**src/rtl/reg_write_arbiter_if.sv**
```systemverilog
// Write-request bundle between producers (master) and the register-write arbiter (slave).
// Requester i owns wr_addr[i*AW +: AW] and wr_data[i*WIDTH +: WIDTH].
interface reg_write_arbiter_if #(
  parameter int N_REQ  = 4,
  parameter int N_REGS = 4,
  parameter int WIDTH  = 4
);
  localparam int AW = (N_REGS > 1) ? $clog2(N_REGS) : 1;

  logic [N_REQ-1:0]       req;
  logic [N_REQ*AW-1:0]    wr_addr;
  logic [N_REQ*WIDTH-1:0] wr_data;
  logic [N_REQ-1:0]       gnt;
  logic [N_REGS-1:0]      reg_en;
  logic [WIDTH-1:0]       reg_d;
  logic                   busy;
  logic                   addr_err;

  modport master (
    output req, wr_addr, wr_data,
    input  gnt, reg_en, reg_d, busy, addr_err
  );

  modport slave (
    input  req, wr_addr, wr_data,
    output gnt, reg_en, reg_d, busy, addr_err
  );
endinterface

```
**src/rtl/reg_write_arbiter.sv**
```systemverilog
// Round-robin arbiter giving N_REQ producers one-hot write access to an external
// bank of N_REGS registers; at most one write every two cycles, all outputs registered.
module reg_write_arbiter #(
  parameter int N_REQ  = 4,
  parameter int N_REGS = 4,
  parameter int WIDTH  = 4
) (
  input logic                clk,
  input logic                rst,
  reg_write_arbiter_if.slave bus
);
  localparam int AW = (N_REGS > 1) ? $clog2(N_REGS) : 1;
  localparam int PW = (N_REQ > 1) ? $clog2(N_REQ) : 1;

  typedef enum logic [0:0] {ST_ARB = 1'b0, ST_GNT = 1'b1} state_e;

  state_e            state_q, state_d;
  logic [PW-1:0]     rr_ptr_q, rr_ptr_d;
  logic [N_REQ-1:0]  gnt_q, gnt_d;
  logic [N_REGS-1:0] reg_en_q, reg_en_d;
  logic [WIDTH-1:0]  reg_d_q, reg_d_d;
  logic              busy_q, busy_d;
  logic              addr_err_q, addr_err_d;

  logic [PW-1:0]     scan_idx_s [N_REQ];
  logic              win_found_s;
  logic [PW-1:0]     win_idx_s;
  logic [AW-1:0]     win_addr_s;
  logic [WIDTH-1:0]  win_data_s;
  logic              addr_ok_s;
  logic [N_REGS-1:0] addr_dec_s;
  logic [N_REQ-1:0]  win_onehot_s;

  // Requester indices in round-robin scan order, starting at rr_ptr.
  always_comb begin
    for (int k = 0; k < N_REQ; k++) begin
      scan_idx_s[k] = PW'((int'(rr_ptr_q) + k) % N_REQ);
    end
  end

  // Winner is the first requester in scan order; scanning backwards lets the earliest hit win.
  always_comb begin
    win_found_s = |bus.req;
    win_idx_s   = rr_ptr_q;
    for (int k = N_REQ - 1; k >= 0; k--) begin
      win_idx_s = bus.req[scan_idx_s[k]] ? scan_idx_s[k] : win_idx_s;
    end
  end

  // Select the winner's address/data and decode the target register.
  always_comb begin
    win_addr_s   = '0;
    win_data_s   = '0;
    win_onehot_s = '0;
    for (int k = 0; k < N_REQ; k++) begin
      win_onehot_s[k] = (int'(win_idx_s) == k);
      win_addr_s = win_addr_s | (win_onehot_s[k] ? bus.wr_addr[k*AW +: AW] : {AW{1'b0}});
      win_data_s = win_data_s | (win_onehot_s[k] ? bus.wr_data[k*WIDTH +: WIDTH] : {WIDTH{1'b0}});
    end
    addr_ok_s = (int'(win_addr_s) < N_REGS);
    for (int i = 0; i < N_REGS; i++) begin
      addr_dec_s[i] = addr_ok_s && (int'(win_addr_s) == i);
    end
  end

  // State and output registers; reset mid-grant drops the enable without replaying the write.
  always_ff @(posedge clk) begin
    if (rst) begin
      state_q    <= ST_ARB;
      rr_ptr_q   <= '0;
      gnt_q      <= '0;
      reg_en_q   <= '0;
      reg_d_q    <= '0;
      busy_q     <= 1'b0;
      addr_err_q <= 1'b0;
    end else begin
      state_q    <= state_d;
      rr_ptr_q   <= rr_ptr_d;
      gnt_q      <= gnt_d;
      reg_en_q   <= reg_en_d;
      reg_d_q    <= reg_d_d;
      busy_q     <= busy_d;
      addr_err_q <= addr_err_d;
    end
  end

  // Next-state logic: every grant occupies exactly one GNT cycle.
  always_comb begin
    state_d = state_q;
    case (state_q)
      ST_ARB: begin
        if (win_found_s) begin
          state_d = ST_GNT;
        end else begin
          state_d = ST_ARB;
        end
      end
      ST_GNT:  state_d = ST_ARB;
      default: state_d = ST_ARB;
    endcase
  end

  // Output next values; pulses default to 0 and reg_d holds its last value.
  always_comb begin
    rr_ptr_d   = rr_ptr_q;
    gnt_d      = '0;
    reg_en_d   = '0;
    reg_d_d    = reg_d_q;
    busy_d     = 1'b0;
    addr_err_d = 1'b0;
    case (state_q)
      ST_ARB: begin
        if (win_found_s) begin
          gnt_d      = win_onehot_s;
          reg_en_d   = addr_dec_s;
          reg_d_d    = win_data_s;
          busy_d     = 1'b1;
          addr_err_d = ~addr_ok_s;
          rr_ptr_d   = PW'((int'(win_idx_s) + 1) % N_REQ);
        end else begin
          rr_ptr_d = rr_ptr_q;
        end
      end
      ST_GNT:  rr_ptr_d = rr_ptr_q;
      default: rr_ptr_d = rr_ptr_q;
    endcase
  end

  assign bus.gnt      = gnt_q;
  assign bus.reg_en   = reg_en_q;
  assign bus.reg_d    = reg_d_q;
  assign bus.busy     = busy_q;
  assign bus.addr_err = addr_err_q;

endmodule

```
**src/flat_wrapper.sv**
```systemverilog
// flat-port wrapper written by rule: the top's interface ports become plain ports
module reg_write_arbiter_flat 
#(
  parameter int N_REQ  = 4,
  parameter int N_REGS = 4,
  parameter int WIDTH  = 4
)
  (clk, rst, bus_req, bus_wr_addr, bus_wr_data, bus_gnt, bus_reg_en, bus_reg_d, bus_busy, bus_addr_err);
  reg_write_arbiter_if #(.N_REQ(N_REQ), .N_REGS(N_REGS), .WIDTH(WIDTH)) bus_i ();
  input logic clk;
  input logic rst;
  input wire logic [$bits(bus_i.req)-1:0] bus_req;
  input wire logic [$bits(bus_i.wr_addr)-1:0] bus_wr_addr;
  input wire logic [$bits(bus_i.wr_data)-1:0] bus_wr_data;
  output wire logic [$bits(bus_i.gnt)-1:0] bus_gnt;
  output wire logic [$bits(bus_i.reg_en)-1:0] bus_reg_en;
  output wire logic [$bits(bus_i.reg_d)-1:0] bus_reg_d;
  output wire logic [$bits(bus_i.busy)-1:0] bus_busy;
  output wire logic [$bits(bus_i.addr_err)-1:0] bus_addr_err;
  assign bus_i.req = bus_req;
  assign bus_i.wr_addr = bus_wr_addr;
  assign bus_i.wr_data = bus_wr_data;
  assign bus_gnt = bus_i.gnt;
  assign bus_reg_en = bus_i.reg_en;
  assign bus_reg_d = bus_i.reg_d;
  assign bus_busy = bus_i.busy;
  assign bus_addr_err = bus_i.addr_err;
  reg_write_arbiter #(.N_REQ(N_REQ), .N_REGS(N_REGS), .WIDTH(WIDTH)) u_core (.clk(clk), .rst(rst), .bus(bus_i));
endmodule
```
**config.mk**
```make
export PLATFORM = sky130hd
export DESIGN_NAME = reg_write_arbiter_flat
export DESIGN_NICKNAME = d
export VERILOG_FILES = /design/src/rtl/reg_write_arbiter_if.sv /design/src/rtl/reg_write_arbiter.sv /design/src/flat_wrapper.sv
export SDC_FILE = /design/constraint.sdc
export NUM_CORES = 1
export LEC_CHECK = 0
export BUFFER_PORTS_ARGS = -buffer_cell sky130_fd_sc_hd__buf_2
export CAP_MARGIN = 15
export CORE_ASPECT_RATIO = 1.4
export CORE_MARGIN = 8
export CORE_UTILIZATION = 25
export DETAILED_ROUTE_END_ITERATION = 12
export HOLD_SLACK_MARGIN = 0.08
export PLACE_DENSITY = 0.5
export SLEW_MARGIN = 25
export SYNTH_ARGS = -nofsm -noshare
export SYNTH_HDL_FRONTEND = slang
export SYNTH_SLANG_ARGS = --single-unit
```
**constraint.sdc**
```tcl
create_clock -name clk -period 3.2 [get_ports clk]
set_clock_uncertainty 0.2 [all_clocks]
set_input_delay 0.96 -clock clk [delete_from_list [all_inputs] [get_ports clk]]
set_output_delay 0.96 -clock clk [all_outputs]
set_load 0.01 [all_outputs]
```
=== Word level (Yosys, flattened, before mapping) ===
Cells that the tools add are included.

* Flip-flop bits (word level): 16
* Input port bits: 30
* Logic and storage cells: 60

* Add/subtract/negate cells: 4
* $lt $le $gt $ge: 4
* Equal/unequal tests: 7
* Muxes and demuxes: 24
* Bitwise logic cells: 8
* Reductions and logical operators: 7

{| class="wikitable"
|+ Operators with widths
! operator !! number
|-
| 2-to-1 mux 2 bit || 10
|-
| 2-to-1 mux 4 bit || 4
|-
| < comparator 2 x 3 -> 1 bit (second input constant) || 4
|-
| OR 4 bit || 3
|-
| binary-select mux 1 bit (select 2 bit) || 4
|-
| equality test 2 bit (second input constant) || 4
|-
| OR 2 bit || 3
|-
| 2-to-1 mux 1 bit || 5
|-
| adder 2 x 1 -> 2 bit (second input constant) || 2
|-
| adder 2 bit (second input constant) || 2
|-
| equality test 2 x 1 -> 1 bit (second input constant) || 2
|-
| zero test 2 bit || 2
|-
| AND reduction 2 bit || 2
|-
| OR reduction 4 bit || 1
|-
| OR reduction 3 bit || 1
|-
| inequality test 2 x 1 -> 1 bit (second input constant) || 1
|-
| inverter 1 bit || 2
|-
| case mux 1 bit (2 select lines) || 1
|-
| OR reduction 2 bit || 1
|}

=== Depth between registers and ports, before layout ===
* Depth after elaboration: 13
* Gate-level depth with buffers: 9
* Gate-level depth less buffers: 9

=== Worst setup path after synthesis ===
No wires, ideal clock.

* Path kind: input to register
* Start: in bus_req[0]
* End: reg u_core.reg_en_q[2] (netlist: u_core.bus.reg_en[2])
* Library setup time: 0.112 ns
* Arrival: 2.171 ns
* Slack: 0.716 ns
* Stages: 8
* Cell sequence: inv_1 o22ai_1 a211oi_2 inv_1 ha_1 a22oi_1 and2_1 nor2_1

* Cells in the longest elaborated chain, start to end: 12
* Elaborated cells between the ends (all ways): 27
* Classes of those cells: 4 x eq/ne; 16 x mux; 4 x bitwise; 3 x reduce/logical

{| class="wikitable"
|+ Ends and longest elaborated chain
! element !! RTL line !! source
|-
| from (decl) || flat_wrapper.sv:12 || <nowiki>input wire logic [$bits(bus_i.req)-1:0] bus_req;</nowiki>
|-
| binary-select mux 1 bit (select 2 bit) || reg_write_arbiter.sv:46 || <nowiki>win_idx_s = bus.req[scan_idx_s[k]] ? scan_idx_s[k] : win_idx_s;</nowiki>
|-
| 2-to-1 mux 1 bit (not written as such) || reg_write_arbiter.sv:46 ||
|-
| 2-to-1 mux 2 bit (3 in a row) || reg_write_arbiter.sv:46 ||
|-
| 2-to-1 mux 2 bit * || reg_write_arbiter.sv:46 ||
|-
| zero test 2 bit * || reg_write_arbiter.sv:56 || <nowiki>win_onehot_s[k] = (int'(win_idx_s) == k);</nowiki>
|-
| via u_core.win_onehot_s[0] || reg_write_arbiter.sv:32 || <nowiki>logic [N_REQ-1:0] win_onehot_s;</nowiki>
|-
| 2-to-1 mux 2 bit * || reg_write_arbiter.sv:57 || <nowiki>win_addr_s = win_addr_s | (win_onehot_s[k] ? bus.wr_addr[k*AW +: AW] : {AW{1'b0}});</nowiki>
|-
| OR 2 bit * (3 in a row) || reg_write_arbiter.sv:57 ||
|-
| equality test 2 bit * || reg_write_arbiter.sv:62 || <nowiki>addr_dec_s[i] = addr_ok_s && (int'(win_addr_s) == i);</nowiki>
|-
| to (signal assigned) || reg_write_arbiter.sv:80 || <nowiki>reg_en_q <= reg_en_d;</nowiki>
|-
| to (decl) || reg_write_arbiter.sv:20 || <nowiki>logic [N_REGS-1:0] reg_en_q, reg_en_d;</nowiki>
|}

Mark *: on every way through the listed nets, which the timed path passes. The rest lies on a longest branch. The select of a mux whose other input is x is not followed.
A chain may end at the register's enable or synchronous reset.

=== Final worst setup path ===
* Start: in bus_req[1]
* End: reg u_core.reg_en_q[3] (netlist: u_core.bus.reg_en[3])

* Cells in the longest elaborated chain, start to end: 12
* Elaborated cells between the ends (all ways): 27
* Classes of those cells: 4 x eq/ne; 16 x mux; 4 x bitwise; 3 x reduce/logical

{| class="wikitable"
|+ Ends and longest elaborated chain
! element !! RTL line
|-
| binary-select mux 1 bit (select 2 bit) || reg_write_arbiter.sv:46
|-
| 2-to-1 mux 1 bit (not written as such) || reg_write_arbiter.sv:46
|-
| 2-to-1 mux 2 bit (3 in a row) || reg_write_arbiter.sv:46
|-
| 2-to-1 mux 2 bit * || reg_write_arbiter.sv:46
|-
| zero test 2 bit * || reg_write_arbiter.sv:56
|-
| via u_core.win_onehot_s[0] || reg_write_arbiter.sv:32
|-
| 2-to-1 mux 2 bit * || reg_write_arbiter.sv:57
|-
| OR 2 bit * (3 in a row) || reg_write_arbiter.sv:57
|-
| equality test 2 x 1 -> 1 bit * || reg_write_arbiter.sv:62
|}

Marked as above.

==> impl_metrics.csv <==
group,metric,value,unit
routing,drc,0,
clock_network,cts_tree,"done",
clock_network,cts_inserted_buffers,3,
global_routing,use_met3,2.72,%
clock_network,clockBufferDepth,2,
run,drv_cap,0,
routing,vias_per_cell,4.71,
setup_path,required,3130,ps
logic_synthesis,synth_fa_ha_area_share,6.73,%
logic_synthesis,synth_cell_types,23,
global_routing,grtUsageMet1,10.5,%
floorplanning,die_w,62.1,µm
routing,wl,2.21,mm
routing,postRouteAntennaNets,0,
placed_design,io_buffers,42,
timing,rsz0062_at_grt,"no",
worst_hold_path,holdPathStages,2,
setup_path,r2r_end,"u_core.bus.reg_en[3]",
logic_synthesis,ys_seq_elements,15,
worst_hold_path,min_path_type,"reg -> reg",
logic_synthesis,netlist_instances,79,
setup_path,crit_path_cell_trace,"buf_2 > nand2b_1 > a21oi_1 > a211oi_2 > inv_1 > ha_1 > a22oi_1 > and2_1 > nor2_1",
logic_synthesis,synth_top_area_share,40.4,%
setup_path,start_kind,"primary input",
logic_synthesis,synthSimpleGateAreaFrac,19.5,%
final_layout,diodes,0,
setup_path,arrival,2540,ps
pwr,leakage,0.000490,µW
routing,initialDrtViolationCount,22,
floorplanning,num_io_pins,44,
timing,min_period,2610,ps
final_layout,final_util,36.0,%
setup_path,timing.rr.start,"u_core.rr_ptr_q[0]",
setup_path,reg2reg_slack,1060,ps
setup_path,path_buf_inv,2,
final_layout,areaGrowthSynthToFinish,38.0,%
pwr,max-vdd-ir-drop,0.000310,V
floorplanning,rows,23,
placed_design,dpl.hpwl,1.82,mm
timing,report.final.slew_viol_count,0,
setup_path,crit_fanout,7,
global_routing,antenna_found_initial,0,
placed_design,gp_congestion,0.768,
routing,vias,753,
timing,fin_tns_setup,0,ps
floorplanning,initial_core_util,26.1,%
clock_network,clk_pin_slew,60,ps
clock_network,ctsHoldBuffers,0,
final_layout,num-fill-cells,297,
logic_synthesis,ys_warn_count,0,
global_routing,grt.busiest_layer,"met2",
setup_path,reg2regPathDepth,8,
logic_synthesis,synth-xor-area-share,0,%
setup_path,crit_type,"in -> reg",
worst_hold_path,min_to,"u_core.bus.reg_d[0]",
run_status,status,"completed",
clock_network,clock_latency,240,ps
routing,wire_per_inst,13.8,µm
final_layout,mostFrequentLayoutCells,"buf_2 (42), dfxtp_1 (15), a22oi_1 (12)",
clock_network,htree_levels,1,
logic_synthesis,syn_area_per_cell,9.41,µm²
logic_synthesis,yosysTopAreaCell,"dfxtp_1",
logic_synthesis,synth-compound-area-share,28.8,%
logic_synthesis,muxShareOfSynthArea,0,%
timing,hold_viol_final,0,
logic_synthesis,synth.yosys.seq_area_share,40.4,%
clock_network,postCtsSetupBuffers,0,
clock_network,cts-resized-gates,0,
setup_path,slowest_stage,"a211oi_2",
final_layout,drive_gt1_share,41.5,%
logic_synthesis,synth.area.top_cells,"dfxtp_1 (40%), a22oi_1 (12%), ha_1 (6.7%)",
global_routing,grt_util_met2,14.8,%
logic_synthesis,synth_top_family_by_area,"compound AO/OA/AOI/OAI gates",
setup_path,cp_top_family,"compound AO/OA/AOI/OAI gates",
pwr,power,538,µW
final_layout,final_common_cell,"buf_2",
logic_synthesis,synth_area,743,µm²
global_routing,grt_max_degree,12,
clock_network,cts.sinks,15,
global_routing,grtUsageTotal,9.15,%
setup_path,slowest_delay,350,ps
global_routing,grt_pass1_vias,814,
logic_synthesis,syn_nets,113,
routing,first_pass_iters,3,
global_routing,grt_pass1_wl,3.46,mm
worst_hold_path,hold_start,"u_core.bus.reg_d[0]",
floorplanning,core,2850,µm²
floorplanning,dieArea,5000,µm²
timing,setup_violations,0,
global_routing,gr-total-overflow,0,
setup_path,crit_path_end_kind,"flip-flop",
pwr,p_per_area,525,nW/µm²
clock_network,cts.root.buffer_cell,"clkbuf_8",
floorplanning,die_y,80.5,µm
timing,clock.fmax,0.383,GHz
timing,fin_crit_sh,81.5,%
final_layout,fin_nets,158,
[cell usage after synthesis]
cell	count
nor3_2	1
buf_6	1
conb_1	1
buf_4	1
nor4_4	1
ha_1	4
a21o_1	1
nand2_1	4
o22ai_1	2
a21oi_1	4
a22oi_1	12
nor2b_1	1
nor2_2	1
nand3_1	1
a211oi_2	2
o21ai_0	1
and2_1	5
nand2b_1	2
a311oi_1	5
dfxtp_1	15
o22a_2	1
nor2_1	10
inv_1	3
[registers in the layout, summed over array words and instances (netlist names)]
register / flops
u_core.state_q: 1
u_core.bus.reg_en: 4
u_core.rr_ptr_q: 2
u_core.bus.gnt: 4
u_core.bus.reg_d: 4
[metal layers]
metal  wire (µm)  part of all wire [%]
met4          19                  0.86
met5           0                     0
met1         884                    40
met3         120                   5.4
met2        1190                    54
[logic make-up (layout without fill, tap and decap cells)]
group,after synthesis,count (layout)
other,1,1
buffers and inverters,5,49
and+or+nand+nor,26,26
adders and majority gates,4,4
AOI/OAI and AO/OA,28,28
DFF,15,15
[cell type report]
type / count / area, µm² / share of cell area (%)
multi-input cells: 59 / 413 / 40.2
flip-flops and latches: 15 / 300 / 29.3
repair buffers: 42 / 210 / 20.5
well taps: 37 / 46.3 / 4.51
clock buffers: 4 / 45.0 / 4.39
inverters: 3 / 11.3 / 1.10
[worst max path at each step]
stage	startpoint	endpoint	slack [ps]	cells after the start
2_1_floorplan	bus_req[0]	u_core.bus.reg_en[2]	720	8
3_3_place_gp	bus_req[1]	u_core.bus.reg_en[3]	390	9
3_5_place_dp	bus_req[1]	u_core.bus.reg_en[3]	340	9
4_1_cts	bus_req[1]	u_core.bus.reg_en[3]	590	9
5_1_grt	bus_req[1]	u_core.bus.reg_en[0]	420	9
6_report	bus_req[1]	u_core.bus.reg_en[3]	590	9
[worst register-to-register path, delay by kind of cell (launching register included)]
family	cells	cell delay, ps
adder cells (fa/ha/maj)	1	310
flip-flops	1	380
AO/OA/AOI/OAI	3	640
buffers and inverters	1	120
AND/OR/NAND/NOR	3	370
[where the power goes]
group | internal (µW) | total (µW) | switching, µW
clock network | 87.9 | 150 | 62.0
logic | 73.2 | 165 | 92.0
registers | 210 | 223 | 13.3
[through the flow]
stage / hold slack, ps / setup slack, ps / cell area, µm² / instances
after floorplan: 313 / 716 / 743 / 79
after global placement: 289 / 389 / 981 / 156
after detailed placement: 290 / 341 / 981 / 156
after CTS: 299 / 587 / 1030 / 160
after global routing: 320 / 423 / 1030 / 160
final: 292 / 591 / 1030 / 160
Note: power is estimated with default switching activity, not from simulation.
